$ cat config.mk
export PLATFORM = sky130hd
export DESIGN_NAME = bcd_seq_converter
export DESIGN_NICKNAME = d
export VERILOG_FILES = /design/src/rtl/bcd_seq_pkg.sv /design/src/rtl/bcd_add3.sv /design/src/rtl/bcd_seq_converter.sv
export SDC_FILE = /design/constraint.sdc
export NUM_CORES = 1
export LEC_CHECK = 0
export ABC_AREA = 1
export CAP_MARGIN = 10
export CORE_ASPECT_RATIO = 0.8
export CORE_UTILIZATION = 58
export CTS_CLUSTER_DIAMETER = 50
export DETAILED_ROUTE_END_ITERATION = 8
export GPL_TIMING_DRIVEN = 1
export HOLD_SLACK_MARGIN = 0.05
export PLACE_DENSITY = 0.84
export SETUP_SLACK_MARGIN = 0.4
export SYNTH_ARGS = -nofsm -noshare
export SYNTH_HDL_FRONTEND = slang
export SYNTH_SLANG_ARGS = --single-unit
$ cat constraint.sdc
create_clock -name clk -period 4.2 [get_ports clk]
set_clock_uncertainty 0.05 [all_clocks]
set_input_delay 0.42 -clock clk [delete_from_list [all_inputs] [get_ports clk]]
set_output_delay 0.42 -clock clk [all_outputs]
set_load 0.02 [all_outputs]
$ cat src/rtl/bcd_seq_pkg.sv
// Shared types and constants for the sequential binary-to-BCD converter.
package bcd_seq_pkg;

  typedef enum logic [1:0] {
    IDLE,
    SHIFT,
    DONE
  } state_t;

  localparam int BCD_DIGIT_W = 4;
  localparam logic [BCD_DIGIT_W-1:0] ADD3_THRESH = 4'd5;

endpackage

$ cat src/rtl/bcd_add3.sv
// Double-dabble digit corrector: adds 3 to a BCD digit of 5 or more.
module bcd_add3
  import bcd_seq_pkg::*;
(
  input  logic [BCD_DIGIT_W-1:0] digit,
  output logic [BCD_DIGIT_W-1:0] corrected
);

  assign corrected = (digit >= ADD3_THRESH) ? digit + BCD_DIGIT_W'(3) : digit;

endmodule

$ cat src/rtl/bcd_seq_converter.sv
// Multi-cycle binary-to-BCD converter (double dabble, one bit per clock).
// Optional leading-zero mask output enabled by defining BCD_LZ_BLANK_EN.
module bcd_seq_converter
  import bcd_seq_pkg::*;
#(
  parameter int WIDTH  = 8,
  parameter int DIGITS = 3
) (
  input  logic                            clk,
  input  logic                            rst_n,
  input  logic                            in_valid,
  output logic                            in_ready,
  input  logic [WIDTH-1:0]                binary_in,
  output logic                            out_valid,
  input  logic                            out_ready,
  output logic [BCD_DIGIT_W*DIGITS-1:0]   bcd_out,
  output logic                            busy
`ifdef BCD_LZ_BLANK_EN
  ,
  output logic [DIGITS-1:0]               lz_mask
`endif
);

  localparam int BCD_W = BCD_DIGIT_W * DIGITS;
  localparam int CNT_W = $clog2(WIDTH + 1);

  function automatic longint unsigned pow10(input int n);
    longint unsigned p;
    p = 64'd1;
    for (int i = 0; i < n; i++) p = p * 64'd10;
    return p;
  endfunction

  generate
    if (pow10(DIGITS) <= ((64'd1 << WIDTH) - 64'd1)) begin : g_bad_digits
      $error("bcd_seq_converter: DIGITS too small to hold 2**WIDTH-1");
    end
  endgenerate

  state_t             state;
  state_t             state_next;
  logic [BCD_W-1:0]   acc;
  logic [BCD_W-1:0]   acc_corr;
  logic [BCD_W-1:0]   acc_shift;
  logic [WIDTH-1:0]   sreg;
  logic [WIDTH-1:0]   sreg_shift;
  logic [CNT_W-1:0]   cnt;
  logic               last_bit;

  for (genvar g = 0; g < DIGITS; g++) begin : g_digit
    bcd_add3 u_add3 (
      .digit     (acc[g*BCD_DIGIT_W +: BCD_DIGIT_W]),
      .corrected (acc_corr[g*BCD_DIGIT_W +: BCD_DIGIT_W])
    );
  end

  // Correct first, then shift the combined {accumulator, source} register.
  assign {acc_shift, sreg_shift} = {acc_corr, sreg} << 1;
  assign last_bit = (cnt == CNT_W'(1));

`ifdef BCD_LZ_BLANK_EN
  logic [DIGITS-1:0] lz_next;
  logic              all_zero;

  always_comb begin
    lz_next  = '0;
    all_zero = 1'b1;
    for (int i = DIGITS - 1; i >= 1; i--) begin
      all_zero   = all_zero & (acc_shift[i*BCD_DIGIT_W +: BCD_DIGIT_W] == '0);
      lz_next[i] = all_zero;
    end
  end
`endif

  always_ff @(posedge clk or negedge rst_n) begin
    if (!rst_n) state <= IDLE;
    else        state <= state_next;
  end

  always_comb begin
    state_next = state;
    in_ready   = 1'b0;
    out_valid  = 1'b0;
    busy       = 1'b0;
    case (state)
      IDLE: begin
        in_ready = 1'b1;
        if (in_valid) state_next = SHIFT;
      end
      SHIFT: begin
        busy = 1'b1;
        if (last_bit) state_next = DONE;
      end
      DONE: begin
        busy      = 1'b1;
        out_valid = 1'b1;
        if (out_ready) state_next = IDLE;
      end
      default: state_next = IDLE;
    endcase
  end

  always_ff @(posedge clk or negedge rst_n) begin
    if (!rst_n) begin
      acc     <= '0;
      sreg    <= '0;
      cnt     <= '0;
      bcd_out <= '0;
`ifdef BCD_LZ_BLANK_EN
      lz_mask <= '0;
`endif
    end else begin
      case (state)
        IDLE: begin
          if (in_valid) begin
            sreg <= binary_in;
            acc  <= '0;
            cnt  <= CNT_W'(WIDTH);
          end
        end
        SHIFT: begin
          acc  <= acc_shift;
          sreg <= sreg_shift;
          cnt  <= cnt - CNT_W'(1);
          // bcd_out only moves on the edge that enters DONE.
          if (last_bit) begin
            bcd_out <= acc_shift;
`ifdef BCD_LZ_BLANK_EN
            lz_mask <= lz_next;
`endif
          end
        end
        default: ;
      endcase
    end
  end

endmodule

; Word-level counts from Yosys, hierarchy flattened
; Cells that the tools add are included.
[op_classes]
n_lt_le_gt_ge = 3
mux = 16
n_eq_ne = 6
addsub = 4
reduce_logical = 6
[ops]
columns = operator, n
row1 = $pmux W12 S2, 1
row2 = $pmux W8 S2, 1
row3 = $ge A4 B3 Y1 const B, 3
row4 = $mux W12, 1
row5 = $mux W4, 3
row6 = $add A4 B2 Y4 const B, 2
row7 = $mux W8, 1
row8 = $pmux W4 S2, 1
row9 = $mux W2, 3
row10 = $ne A2 B2 Y1 const B, 3
row11 = $pmux W2 S3, 1
row12 = $eq A4 B1 Y1 const B, 1
row13 = $reduce_and A2 Y1, 2
row14 = $sub A4 B1 Y4 const B, 1
row15 = $add A3 B2 Y3 const B, 1
row16 = $mux W1, 3
row17 = $mux W3, 1
row18 = $reduce_and A3 Y1, 1
row19 = $eq A2 B1 Y1 const B, 1
row20 = $eq A2 B2 Y1 const B, 1
row21 = $logic_not A2 Y1, 1
row22 = $reduce_bool A2 Y1, 1
row23 = $reduce_or A2 Y1, 1
[word_totals]
output_inout_bits = 15
wordCells = 40
input_bits = 12
ff_bits = 38

; Longest topological paths before layout
[depth]
depth_word = 3
mapped_depth = 8
ltp_nobuf = 8

; Modules after synthesis
; From an unflattened synthesis, not the netlist that was laid out.
[unflattened]
cells_unflattened = 260
area_unflattened_um2 = 2160.8
[by_module_without_submodules]
columns = module, n_inst, area_each_um2, cells_each
row1 = bcd_seq_converter, 1, 1755.4, 191
row2 = bcd_add3, 3, 135.1, 23

; Worst setup path after synthesis
; OpenSTA, ideal clock, no wires.
[synth_timing]
path_kind = register -> register
startpoint = register state[0]
endpoint = register sreg[2]
stages_incl_launch_ff = 8
t_arrival_ns = 1.372
required_time_ns = 4.026
path_slack_ns = 2.654
setup_time_ns = 0.124
path_buffers = 0
cell_sequence = dfrtp_1 -> inv_1 -> ha_1 -> nand2_1 -> nand2_1 -> inv_2 -> nand2_1 -> nand3_1
[synth_via]
elab_chain_cells = 3
word_cells_on_any_way = 6
cone_classes = eq/ne (2) / mux (1) / reduce/logical (3)
[synth_lines]
columns = item, line_no
row1 = from (decl), bcd_seq_converter.sv:40  ; state_t state;
row2 = from (signal assigned), bcd_seq_converter.sv:77  ; else state <= state_next;
row3 = $eq A2 B1 Y1 / $logic_not A2 Y1 (equally long branches), bcd_seq_converter.sv:113  ; case (state)
row4 = $reduce_bool A2 Y1 (no source line) / $ne A2 B2 Y1 (equally long branches), n/a
row5 = $reduce_and A2 Y1 (no source line), n/a
row6 = to (signal assigned), bcd_seq_converter.sv:116  ; sreg <= binary_in;
row7 = to (signal assigned), bcd_seq_converter.sv:123  ; sreg <= sreg_shift;
row8 = to (decl), bcd_seq_converter.sv:45  ; logic [WIDTH-1:0] sreg;
; Parallel ways exist; a longest one is shown, timed or not.
; A chain may end at the register's enable or synchronous reset.

; Worst setup path after layout
[layout_timing]
startpoint = register state[0]
endpoint = output port in_ready
[layout_via]
elab_chain_cells = 2
[layout_lines]
columns = item, line_no
row1 = $logic_not A2 Y1, bcd_seq_converter.sv:85  ; case (state)
row2 = $mux W1, bcd_seq_converter.sv:85
row3 = to (decl), bcd_seq_converter.sv:12  ; output logic in_ready,
; No other way between the ends.

==> reports/summary.txt <==
EDFF count, synth - 0
Filler Cell Count - 242
largest cells by area after synthesis - dfrtp_1, nand2_1, nand3_1
gpl congestion - 0.925
Detailed Routing Iterations Pass 1 - 4
Slew @ Worst Pin - 1210 ps
Die X - 66.7 um
initial antenna violation count - 0
Setup Fix Bufs, Post-CTS - 0
Final Cycle Share - 52.8%
Worst EP required - 3730 ps
crit path capture type - primary output
Synth top cells by count - nand2_1, dfrtp_1, nand3_1
Final WS setup - 1980 ps
register area share after synthesis - 49.0%
min-delay worst type - in2async
power per standard cell area - 569 mW/mm^2
initial core utilization - 62.0%
outcome - finished, final reports clean
Layout area overhead - 18.9%
DP Wirelength - 2700 um
async set-reset flop share out of synthesis - 100%
die span in y - 53.7 um
Placed Cells - 295
Resize count post-CTS - 0
syn avg cell area - 8.29 sq um
main combinational cell family by area after synthesis - simple AND/OR/NAND/NOR gates
Synth Area in Adders - 7.09%
Slew headroom - 18.6%
CP Launch Type - flip-flop
CTS root buf - clkbuf_8
Crit-path slowest cell - clkdlybuf4s50_1
max_cap viols - 0
Via Count - 1647
CTS tree - yes
IO buf count - 26
nets - 285
drt wl/cell - 12.7 um
crit path max fanout - 6
minimum clock period - 2220 ps
core area - 0.00313 sq mm
Post-Layout Cell Count - 303
Synth Area in Simple Gates - 26.3%
gr ovfl total - 0
cell row count - 18
Final ANT Viol Nets - 0
final hold slack - 167 ps
kind of critical path - reg2out
slowest stage delay, CP - 660 ps
htree depth - 2
Net Count, Synth - 257
Post-Syn Instances - 234
multiplexer share of the synthesized area - 0%
Ports - 27
first-pass GRT wire length - 6630 um
WL final - 3850 um
Worst-path clk slew - 80 ps
Post-Synth XOR/XNOR Area - 0%
# diodes - 0
synthesized area - 0.00194 sq mm
post-synth cell types - 20
top-area cell type share of the netlist area - 49.0%
Skew-Pair Late Insertion Delay - 290 ps
max frequency - 451 MHz
vias in the first global route - 1538
CTS buffer count - 5
Synth area leader - dfrtp_1
Worst R2R Setup Slack - 2020 ps
Compound-Gate Fraction of Synth Area - 10.1%
CP arrival - 1750 ps
gr usage total - 26.2%
number of clock sinks - 38
pin count of the biggest net entering global routing - 39
RSZ-0062 raised after global routing - no
CTS Buffer Depth - 2
Final setup viols - 0
worst path cell trace - inv_1, ha_1, clkdlybuf4s50_1
Leakage - 1.17 nW
Peak supply drop - 0.000558 V
via density per instance - 5.44
most common cell in the netlist - nand2_1
Hold Buf Count CTS - 0
ratio of cells with drive above 1 in the final layout - 6.46%
post-place setup slack - 2060 ps
Residual DRC - 0
Main synth FF type - dfrtp_1
total die area - 0.00358 sq mm
Iter 0 DRT Violations - 153
number of synthesized register bits - 38
Slew Limit Fails - 0
final hold vios - 0
yosys synthesis warning count - 0
setup_tns - 0 ps
-- cells by family after synthesis --
| kind of cell | Yosys count |
|---|---|
| fa+ha+maj | 11 |
| simple gates | 119 |
| flops | 38 |
| compound gates | 31 |
| buf+inv | 35 |
-- area by class of cell --
| class | count | area, sq um | share of cell area (%) |
|---|---|---|---|
| Timing Repair Buffer | 26 | 255 | 11.1 |
| Sequential cell | 38 | 951 | 41.2 |
| Clock inverter | 2 | 12.5 | 0.542 |
| Inverter | 30 | 113 | 4.88 |
| Clock buffer | 6 | 82.6 | 3.58 |
| Multi-Input combinational cell | 161 | 843 | 36.6 |
| Tap cell | 40 | 50.0 | 2.17 |
-- metrics by stage --
step           util, %  instance area (sq um)  power [mW]
2_1_floorplan        -                   1940       0.907
3_3_place_gp      70.7                   2210        1.03
3_5_place_dp      70.7                   2210        1.05
4_1_cts           73.7                   2310        1.32
5_1_grt           73.7                   2310        1.42
6_report          73.7                   2310        1.31
-- metal layers --
layer / track usage [%] / wire, um
met5: 0 / 0
met1: 33.6 / 1810
met3: 9.32 / 209
met4: 12.4 / 58
met2: 39.7 / 1770
-- path summary, 6_finish.rpt --
check	end	cells past startpoint	from
hold / removal	bcd_out[9]	1	rst_n
max in group asynchronous	state[1]	1	rst_n
setup / recovery	in_ready	3	state[0]
min in group clk	bcd_out[4]	2	bcd_out[4]
setup reg to reg	sreg[1]	4	state[0]
hold reg to reg	bcd_out[4]	2	bcd_out[4]
-- registers in the layout (all words and copies together) (netlist names) --
name     cells
acc         12
bcd_out     12
state        2
sreg         8
cnt          4
-- power breakdown --
part / internal [mW] / switching [mW]
Clock: 0.132 / 0.132
Sequential: 0.453 / 0.0461
Combinational: 0.194 / 0.355
-- critical path: cells and delay by family, from the launching register on --
| kind | cells | cell delay [ps] |
|---|---|---|
| adders and majority gates | 1 | 300 |
| buffers and inverters | 2 | 750 |
| DFF | 1 | 400 |
-- placed cells by master, fill, tap and decap left out, drive strengths merged --
master / count
nand2: 75
dfrtp: 38
nand3: 30
inv: 30
clkdlybuf4s50: 25
o21ai: 18
ha: 11
o211ai: 6
nand4: 6
clkbuf: 6
nor2: 6
o22ai: 5
a21oi: 2
nor3: 1
or2: 1
clkinvlp: 1
clkinv: 1
buf: 1
Power figures use the tool's default switching activity.
